--- config.mk ---
export PLATFORM = sky130hd
export DESIGN_NAME = mem_arbiter
export DESIGN_NICKNAME = d
export VERILOG_FILES = /design/src/rtl/mem_arbiter.sv
export SDC_FILE = /design/constraint.sdc
export NUM_CORES = 1
export LEC_CHECK = 0
export BUFFER_PORTS_ARGS = -buffer_cell sky130_fd_sc_hd__buf_4
export CORE_UTILIZATION = 40
export CTS_CLUSTER_SIZE = 14
export DETAILED_ROUTE_END_ITERATION = 16
export HOLD_SLACK_MARGIN = 0.02
export PLACE_DENSITY = 0.79
export SLEW_MARGIN = 20
export SYNTH_ARGS = -nofsm -noshare
export SYNTH_HDL_FRONTEND = slang
export SYNTH_SLANG_ARGS = --single-unit
--- constraint.sdc ---
create_clock -name clk -period 1.4 [get_ports clk]
set_input_delay 0.28 -clock clk [delete_from_list [all_inputs] [get_ports clk]]
set_output_delay 0.28 -clock clk [all_outputs]
set_load 0.05 [all_outputs]
--- src/rtl/mem_arbiter.sv ---
// Two-requester arbiter for one single-port synchronous data memory.
// The CPU has fixed priority. After MAX_STREAK back-to-back CPU grants with DMA waiting, DMA gets the next grant.
module mem_arbiter #(
  parameter int AW         = 8,
  parameter int DW         = 8,
  parameter int RD_LAT     = 1,
  parameter int MAX_STREAK = 4
) (
  input  logic          clk,
  input  logic          reset,
  input  logic          cpu_req,
  input  logic          cpu_we,
  input  logic [AW-1:0] cpu_addr,
  input  logic [DW-1:0] cpu_wdata,
  output logic [DW-1:0] cpu_rdata,
  output logic          cpu_ready,
  input  logic          dma_req,
  input  logic          dma_we,
  input  logic [AW-1:0] dma_addr,
  input  logic [DW-1:0] dma_wdata,
  output logic [DW-1:0] dma_rdata,
  output logic          dma_ready,
  output logic          mem_en,
  output logic          mem_we,
  output logic [AW-1:0] mem_addr,
  output logic [DW-1:0] mem_wdata,
  input  logic [DW-1:0] mem_rdata,
  output logic          owner,
  output logic          busy
);

  localparam logic [1:0] S_IDLE  = 2'd0;
  localparam logic [1:0] S_ISSUE = 2'd1;
  localparam logic [1:0] S_WAIT  = 2'd2;
  localparam logic [1:0] S_RESP  = 2'd3;

  localparam int CW = (RD_LAT > 1) ? $clog2(RD_LAT) : 1;
  localparam int SW = $clog2(MAX_STREAK + 1);
  localparam logic [CW-1:0] LAT_INIT   = CW'(RD_LAT - 1);
  localparam logic [SW-1:0] STREAK_MAX = SW'(MAX_STREAK);

  logic [1:0]    state;
  logic [CW-1:0] lat_cnt;
  logic [SW-1:0] streak;

  logic          sel_we;
  logic [AW-1:0] sel_addr;
  logic [DW-1:0] sel_wdata;
  logic          grant_dma;
  logic          done;

  // Handshake: a requester holds req/we/addr/wdata until its ready pulse.
  // Ready is high for exactly one cycle: the ISSUE cycle of a write, or the RESP cycle of a read.
  always_comb begin
    sel_we    = owner ? dma_we    : cpu_we;
    sel_addr  = owner ? dma_addr  : cpu_addr;
    sel_wdata = owner ? dma_wdata : cpu_wdata;
    mem_en    = (state == S_ISSUE);
    mem_we    = mem_en & sel_we;
    mem_addr  = mem_en ? sel_addr  : '0;
    mem_wdata = mem_en ? sel_wdata : '0;
    done      = (mem_en & sel_we) | (state == S_RESP);
    cpu_ready = done & ~owner;
    dma_ready = done & owner;
    busy      = (state != S_IDLE);
    grant_dma = dma_req & (~cpu_req | (streak == STREAK_MAX));
  end

  always_ff @(posedge clk) begin
    if (reset) begin
      state     <= S_IDLE;
      owner     <= 1'b0;
      streak    <= '0;
      lat_cnt   <= '0;
      cpu_rdata <= '0;
      dma_rdata <= '0;
    end else begin
      case (state)
        S_IDLE: begin
          if (cpu_req || dma_req) begin
            owner <= grant_dma;
            state <= S_ISSUE;
            // The streak only grows while DMA is actually being passed over.
            if (grant_dma || !dma_req) begin
              streak <= '0;
            end else if (streak != STREAK_MAX) begin
              streak <= streak + SW'(1);
            end
          end
        end
        S_ISSUE: begin
          if (sel_we) begin
            state <= S_IDLE;
          end else begin
            state   <= S_WAIT;
            lat_cnt <= LAT_INIT;
          end
        end
        S_WAIT: begin
          if (lat_cnt == '0) begin
            if (owner) dma_rdata <= mem_rdata;
            else       cpu_rdata <= mem_rdata;
            state <= S_RESP;
          end else begin
            lat_cnt <= lat_cnt - CW'(1);
          end
        end
        default: state <= S_IDLE;
      endcase
    end
  end

endmodule

### After elaboration in Yosys (flattened, before gate mapping)

Cells that the tools add are included.

* register bits after elaboration: 23

* add/sub/neg operators: 2
* eq/ne operators: 8
* multiplexer cells: 14
* bitwise gates (word level): 9
* reductions and logical operators: 13

Operators with widths (number)
* $mux W8: 4
* $reduce_and A3 Y1: 3
* $mux W2: 3
* $mux W3: 2
* $ne A2 B2 Y1 const B: 3
* $pmux W2 S3: 1
* $reduce_and A2 Y1: 3
* $reduce_bool A2 Y1: 3
* $and A1 B1 Y1: 4
* $eq A2 B2 Y1 const B: 2
* $add A3 B1 Y3 const B: 1
* $eq A3 B3 Y1 const B: 1
* $mux W1: 3
* $ne A3 B3 Y1 const B: 1
* $not A1 Y1: 3
* $eq A2 B1 Y1 const B: 1
* $logic_not A2 Y1: 1
* $logic_or A1 B1 Y1: 2
* $or A1 B1 Y1: 2
* $pmux W1 S2: 1
* $logic_not A1 Y1: 1
* $sub A1 B1 Y1 const B: 1

### Depth between registers and ports, before layout

Gate-level depths: netlist of run 1.

* depth after elaboration: 6
* depth in mapped cells: 6
* depth with buffers taken out: 5

### Worst setup path before layout of run 1

No wires, ideal clock.

* kind: reg2out
* from: reg owner
* to: out cpu_ready
* data arrival time: 1.963 ns
* slack: -0.843 ns
* cell stages (with the launch flop): 3
* path buffers: 1
* path through: dfxtp_1 > buf_2 > nor3b_1

* word-level cells in the longest chain between the ends: 4

Ends and longest elaborated chain
* from (decl): RTL line 28 `output logic owner,`
* from (signal assigned): RTL line 81 `owner <= grant_dma;`
* $mux W1: RTL line 55 `sel_we = owner ? dma_we : cpu_we;`
* $and A1 B1 Y1: RTL line 62 `done = (mem_en & sel_we) | (state == S_RESP);`
* $or A1 B1 Y1: RTL line 62
* $and A1 B1 Y1 *: RTL line 63 `cpu_ready = done & ~owner;`
* to (decl): RTL line 16 `output logic cpu_ready,`

Every way passes the cells marked *; elsewhere a longest branch is shown, timed or not.

### Final worst setup path of run 1

* from: reg owner
* to: reg cpu_rdata[1]

* word-level cells in the longest chain between the ends: 2

Ends and longest elaborated chain
* $not A1 Y1 (no source line)
* $reduce_and A3 Y1 (no source line)
* to (signal assigned): RTL line 102 `else cpu_rdata <= mem_rdata;`
* to (decl): RTL line 15 `output logic [DW-1:0] cpu_rdata,`

No other way between the ends.
A chain may end at the register's enable or synchronous reset.

==> impl_metrics.ini, run 1 <==
[sta]
worst_slew_pin_slew_ns = 0.346
finalWorstSetupSlack_ns = -0.325
final-setup-viol-count = 38
slew_headroom = 0.769
rsz0062_at_grt = true
fmax_ghz = 0.580
whs_ns = 0.203
maxSlewViolCount = 0
fin_crit_sh = 1.23
final_hold_viol_count = 0
min_period_ns = 1.73
fin_skew_ns = 0.00540

[floorplanning]
num_rows = 19
ioPinCount = 84
die_y_um = 56.1
core-area_um2 = 2760
initial_core_util = 0.425
die_w_um = 56.1
dieArea_um2 = 3150

[drt]
vias = 1493
via_per_inst = 5.72
routed_wl_mm = 5.77
drtIter0Drc = 88
wire_per_inst_um = 22.1
final_antenna_net_count = 0
route.detailed.drc = 0
dr.pass1.iters = 4

[clock_tree]
clkTransAtPathRegs_ns = 0.12
numCtsBuffers = 3
cts_tree = done
htree_num_levels = 1
cts-root-buf = clkbuf_4
cts_buffer_depth = 2
clock_latency_ns = 0.32
clock-sinks = 22

[logic_synthesis]
ys_types = 26
avgSynthCellArea_um2 = 8.88
synthArstFlopShare = 0
synthTopCellsByArea = dfxtp_1, mux2i_1, nor2_1, buf_2, ha_1
yosys_warnings = 0
synth_flop_cell = dfxtp_1
synth_top_cell_by_area = dfxtp_1
syn_nets = 180
ys_ff_latch = 22
yosysMostFrequentCell = nor2_1
synth_area_um2 = 1170
netlist_top_cells_count = nor2_1, mux2i_1, dfxtp_1
seq_area_frac_synth = 0.376
netlist.area_leader.share = 0.376
synth_edf_count = 0
synth_cells = 132

[critical_path]
critical_path_class = flip-flop to flip-flop
cp-end-kind = flip-flop
critical_path_required_ns = 1.62
cp_max_fo = 5
critPathLaunchType = flip-flop
worstPathArrival_ns = 1.94

[flow_run]
maxCapViolCount = 0

[global_route]
overflow = 0
antenna_found_initial = 0
grt_pass1_vias = 1326
grt_max_degree = 23
grt_usage = 0.230
grt_pass1_wl_mm = 5.88

[place]
io_buffer_count = 83
place_ws_ns = -0.0297
dp_hpwl_mm = 2.61
gp_congestion = 0.822

[worst_hold_path]
hold_class = input pin to flip-flop

[run_status]
violations = setup timing
status = complete, but fails checks

[final_layout]
antennaDiodeCount = 0
area_growth_syn_to_layout_pct = 121
drive_above_1_share = 0.661
final_nets = 279
fill_cells = 87

[pwr]
vdd_ir_drop_max_v = 0.000916
power.leakage_nw = 1.13
power.density_nw_per_um2 = 780
sequential cells by signal (all words and copies together) (netlist names):
name	cells
cpu_rdata	8
dma_rdata	8
streak	3
state	2
owner	1
cell type report:
cell class,instances,area (um^2),share of cell area
Tap cell,31,38.8,0.0150
Sequential cell,22,452,0.174
Timing Repair Buffer,103,1000,0.386
Clock buffer,4,47.5,0.0183
Multi-Input combinational cell,96,1030,0.397
Inverter,5,26.3,0.0101
layout by cell type, fill, tap and decap left out, types with 4 or more instances in the layout:
cell | Yosys | routed
buf_4 | 1 | 71
nor2_1 | 37 | 20
dfxtp_1 | 22 | 19
mux2i_4 | 0 | 17
nor2_4 | 0 | 17
buf_6 | 1 | 17
mux2i_1 | 33 | 15
buf_8 | 0 | 7
buf_12 | 0 | 6
inv_1 | 5 | 4
worst paths after layout:
path,from,end,slack (ns),cells past startpoint
min,mem_rdata[2],dma_rdata[2]$_SDFFE_PP0P_,0.20,3
max,owner$_SDFFE_PP0P_,cpu_rdata[1]$_SDFFE_PP0P_,-0.33,7
max reg2reg,owner$_SDFFE_PP0P_,cpu_rdata[1]$_SDFFE_PP0P_,-0.33,7
min reg2reg,dma_rdata[2]$_SDFFE_PP0P_,dma_rdata[2]$_SDFFE_PP0P_,0.53,2
through the flow:
stage	util	power, mW	TNS (ns)	cell area (um^2)	cells
6_report	0.940	2.02	-8.99	2590	261
5_1_grt	0.940	2.07	-9.75	2590	261
4_1_cts	0.811	1.81	-4.76	2240	257
3_5_place_dp	0.741	1.34	-0.108	2040	246
3_3_place_gp	0.741	1.32	0	2040	246
2_1_floorplan	-	1.11	0	1360	132
power by group:
| part | internal (mW) | switching (mW) |
|---|---|---|
| clock | 0.219 | 0.204 |
| sequential | 0.643 | 0.0251 |
| combinational | 0.435 | 0.497 |
kinds of logic (layout without fill, tap and decap cells):
logic type / after synthesis / in the layout / synth area share
AO/OA/AOI/OAI: 9 / 9 / 0.0470
adder cells (fa/ha/maj): 2 / 2 / 0.0213
buffers and inverters: 14 / 112 / 0.0598
flip-flops: 22 / 22 / 0.376
multiplexers: 33 / 33 / 0.282
AND/OR/NAND/NOR: 52 / 52 / 0.215
layer usage:
metal	share of wire	global-route usage
met3	0.091	0.0372
met4	0.028	0.0662
met1	0.36	0.257
met5	0	0
met2	0.52	0.440
critical path, stage by stage, from the launching register on:
cell	delay [ns]
dfxtp_4	0.41
clkbuf_16	0.17
buf_4	0.14
buf_4	0.13
nor3b_2	0.24
buf_4	0.20
mux2i_1	0.24
nor2_1	0.09
repair_timing:
item / CTS / global route
hold endpoints to repair: 0 / 0
cloned: 0 / 2
endpoints found under the setup margin: 22 / 25
pin swaps: 1 / 11
setup buffers: 7 / 2
hold buffers: 0 / 0
gates resized for setup: 24 / 56
Power figures use the tool's default switching activity.
==> run 2: changes to the inputs <==
--- a/config.mk
+++ b/config.mk
@@ -6,6 +6,7 @@
 export NUM_CORES = 1
 export LEC_CHECK = 0
 export BUFFER_PORTS_ARGS = -buffer_cell sky130_fd_sc_hd__buf_4
+export CORE_ASPECT_RATIO = 2
 export CORE_UTILIZATION = 40
 export CTS_CLUSTER_SIZE = 14
 export DETAILED_ROUTE_END_ITERATION = 16
==> run 2 against run 1 <==
Effect of this change: the run still ends with setup timing left; critical path depth fell by 3; core utilization down 2.7 points; via count shrank 0.20%; sequential share of layout area increased by 0.33 points; combinational power is 2% lower; final area shrank 2.4%; register-to-register slack improved by 0.21 ns; hold slack improved by 0.066 ns; non-clock buffer count shrank 4; sequential power barely moved; first-iteration DRC count decreased by 61%; die area grew 0.40%; largest cell class unchanged; highest routed layer unchanged.
==> impl_metrics.ini, run 2 (synthesized netlist as in run 1, its figures left out) <==
[sta]
rsz0062_at_grt = true
worst_slew_pin_slew_ns = 0.404
min_period_ns = 1.66
final-setup-viol-count = 29
finalWorstSetupSlack_ns = -0.265
final_hold_viol_count = 0
whs_ns = 0.268
fmax_ghz = 0.601
fin_crit_sh = 1.19
maxSlewViolCount = 0
slew_headroom = 0.730
fin_skew_ns = 0.00454

[final_layout]
drive_above_1_share = 0.646
antennaDiodeCount = 0
final_common_cell = buf_4
largestRegisters = cpu_rdata x8, dma_rdata x8, streak x3
final_nets = 275
final_cell_mix = buf_4, nor2_1, dfxtp_1
area_growth_syn_to_layout_pct = 116

[clock_tree]
cts_buffer_depth = 2
hold_buffers = 0
clock_latency_ns = 0.26
clock-sinks = 22
htree_num_levels = 1
clkTransAtPathRegs_ns = 0.08
cts_tree = done
numCtsBuffers = 3
cts-root-buf = clkbuf_8

[pwr]
power.density_nw_per_um2 = 783
power.leakage_nw = 1.11
fin_total_pwr_mw = 1.98
vdd_ir_drop_max_v = 0.000890

[flow_run]
maxCapViolCount = 0

[drt]
drtIter0Drc = 34
vias = 1490
dr.pass1.iters = 4
via_per_inst = 5.84
route.detailed.drc = 0
routed_wl_mm = 5.55
final_antenna_net_count = 0
wire_per_inst_um = 21.7

[critical_path]
cp-end-kind = output pin
critPathLaunchType = flip-flop
r2r_end = cpu_rdata[3]$_SDFFE_PP0P_
critical_path_required_ns = 1.12
worstPathArrival_ns = 1.38
cp_max_fo = 5
critical_path_class = flip-flop to output pin
reg2reg_slack_ns = -0.12
r2r_start = owner$_SDFFE_PP0P_
reg2regPathDepth = 6

[run_status]
violations = setup timing
status = complete, but fails checks

[place]
dp_hpwl_mm = 2.71
gp_congestion = 0.776
place_ws_ns = -0.0246
io_buffer_count = 83

[global_route]
grt_max_degree = 23
grt_pass1_wl_mm = 6.13
antenna_found_initial = 0
overflow = 0
grt_pass1_vias = 1471
grt_usage = 0.267

[worst_hold_path]
hold_start = mem_rdata[0]
min_to = cpu_rdata[0]$_SDFFE_PP0P_
hold_class = input pin to flip-flop
hold_path_depth = 3

[floorplanning]
ioPinCount = 84
core-area_um2 = 2770
die_y_um = 78.6
num_rows = 27
die_w_um = 40.3
dieArea_um2 = 3160
initial_core_util = 0.423
==> run 2: cell types whose count changed in the layout (fill, tap and decap cells not counted), sizes merged <==
cell | before | now
buf | 101 | 98
clkbuf | 6 | 5
==> run 2: repair_timing <==
item,4_1_cts,5_1_grt
pin swaps,2,9
buffers inserted,6,2
resized for setup,35,42
endpoints found under the setup margin,29,30
cloned,1,1
==> run 2: layout make-up <==
| type | count | area (um^2) |
|---|---|---|
| Clock buffer | 4 | 45.0 |
| Multi-Input combinational cell | 96 | 1020 |
| Inverter | 5 | 26.3 |
| Fill cell | 101 | 240 |
| Tap cell | 29 | 36.3 |
| Sequential cell | 22 | 449 |
| Timing Repair Buffer | 99 | 951 |
==> run 2: worst max-delay path, cell delays in order, from the launching register on <==
cell and delay, ns:
dfxtp_4 0.41, clkbuf_16 0.19, mux2i_4 0.30, nor2_4 0.07
buf_6 0.15
==> run 2: per-stage QoR <==
stage	std cells	cell area, um^2	TNS [ns]	utilization
global route	255	2530	-5.44	0.913
CTS	253	2280	-3.64	0.823
global placement	242	2010	0	0.727
finish	255	2530	-4.36	0.913
detailed placement	242	2010	-0.134	0.727
floorplan	132	1360	0	-
==> run 2: how the worst max path moves through the flow <==
| stage | cells after the start | slack [ns] | from | endpoint |
|---|---|---|---|---|
| 2_1_floorplan | 5 | 0.002 | state[1]$_SDFFE_PP0P_ | mem_addr[0] |
| 3_3_place_gp | 3 | 0.02 | owner$_SDFFE_PP0P_ | mem_we |
| 3_5_place_dp | 3 | -0.02 | owner$_SDFFE_PP0P_ | mem_addr[6] |
| 4_1_cts | 4 | -0.21 | owner$_SDFFE_PP0P_ | mem_addr[4] |
| 5_1_grt | 4 | -0.29 | owner$_SDFFE_PP0P_ | mem_we |
| 6_report | 4 | -0.26 | owner$_SDFFE_PP0P_ | mem_we |
==> run 2: power breakdown <==
group	total [mW]	switching (mW)	internal (mW)	leakage, nW
combinational	0.916	0.491	0.425	0.904
sequential	0.665	0.0218	0.643	0.180
clock	0.401	0.198	0.203	0.0228
total	1.98	0.710	1.27	1.11
==> run 2: routing by layer <==
layer  vias up  GRT usage  wire (um)  share of wire
li1        640          -          -              -
met1       712      0.238       1900           0.34
met2       115      0.471       2960           0.53
met3        23     0.0819        495          0.089
met4         0      0.160        198          0.036
met5         -          0          0              0
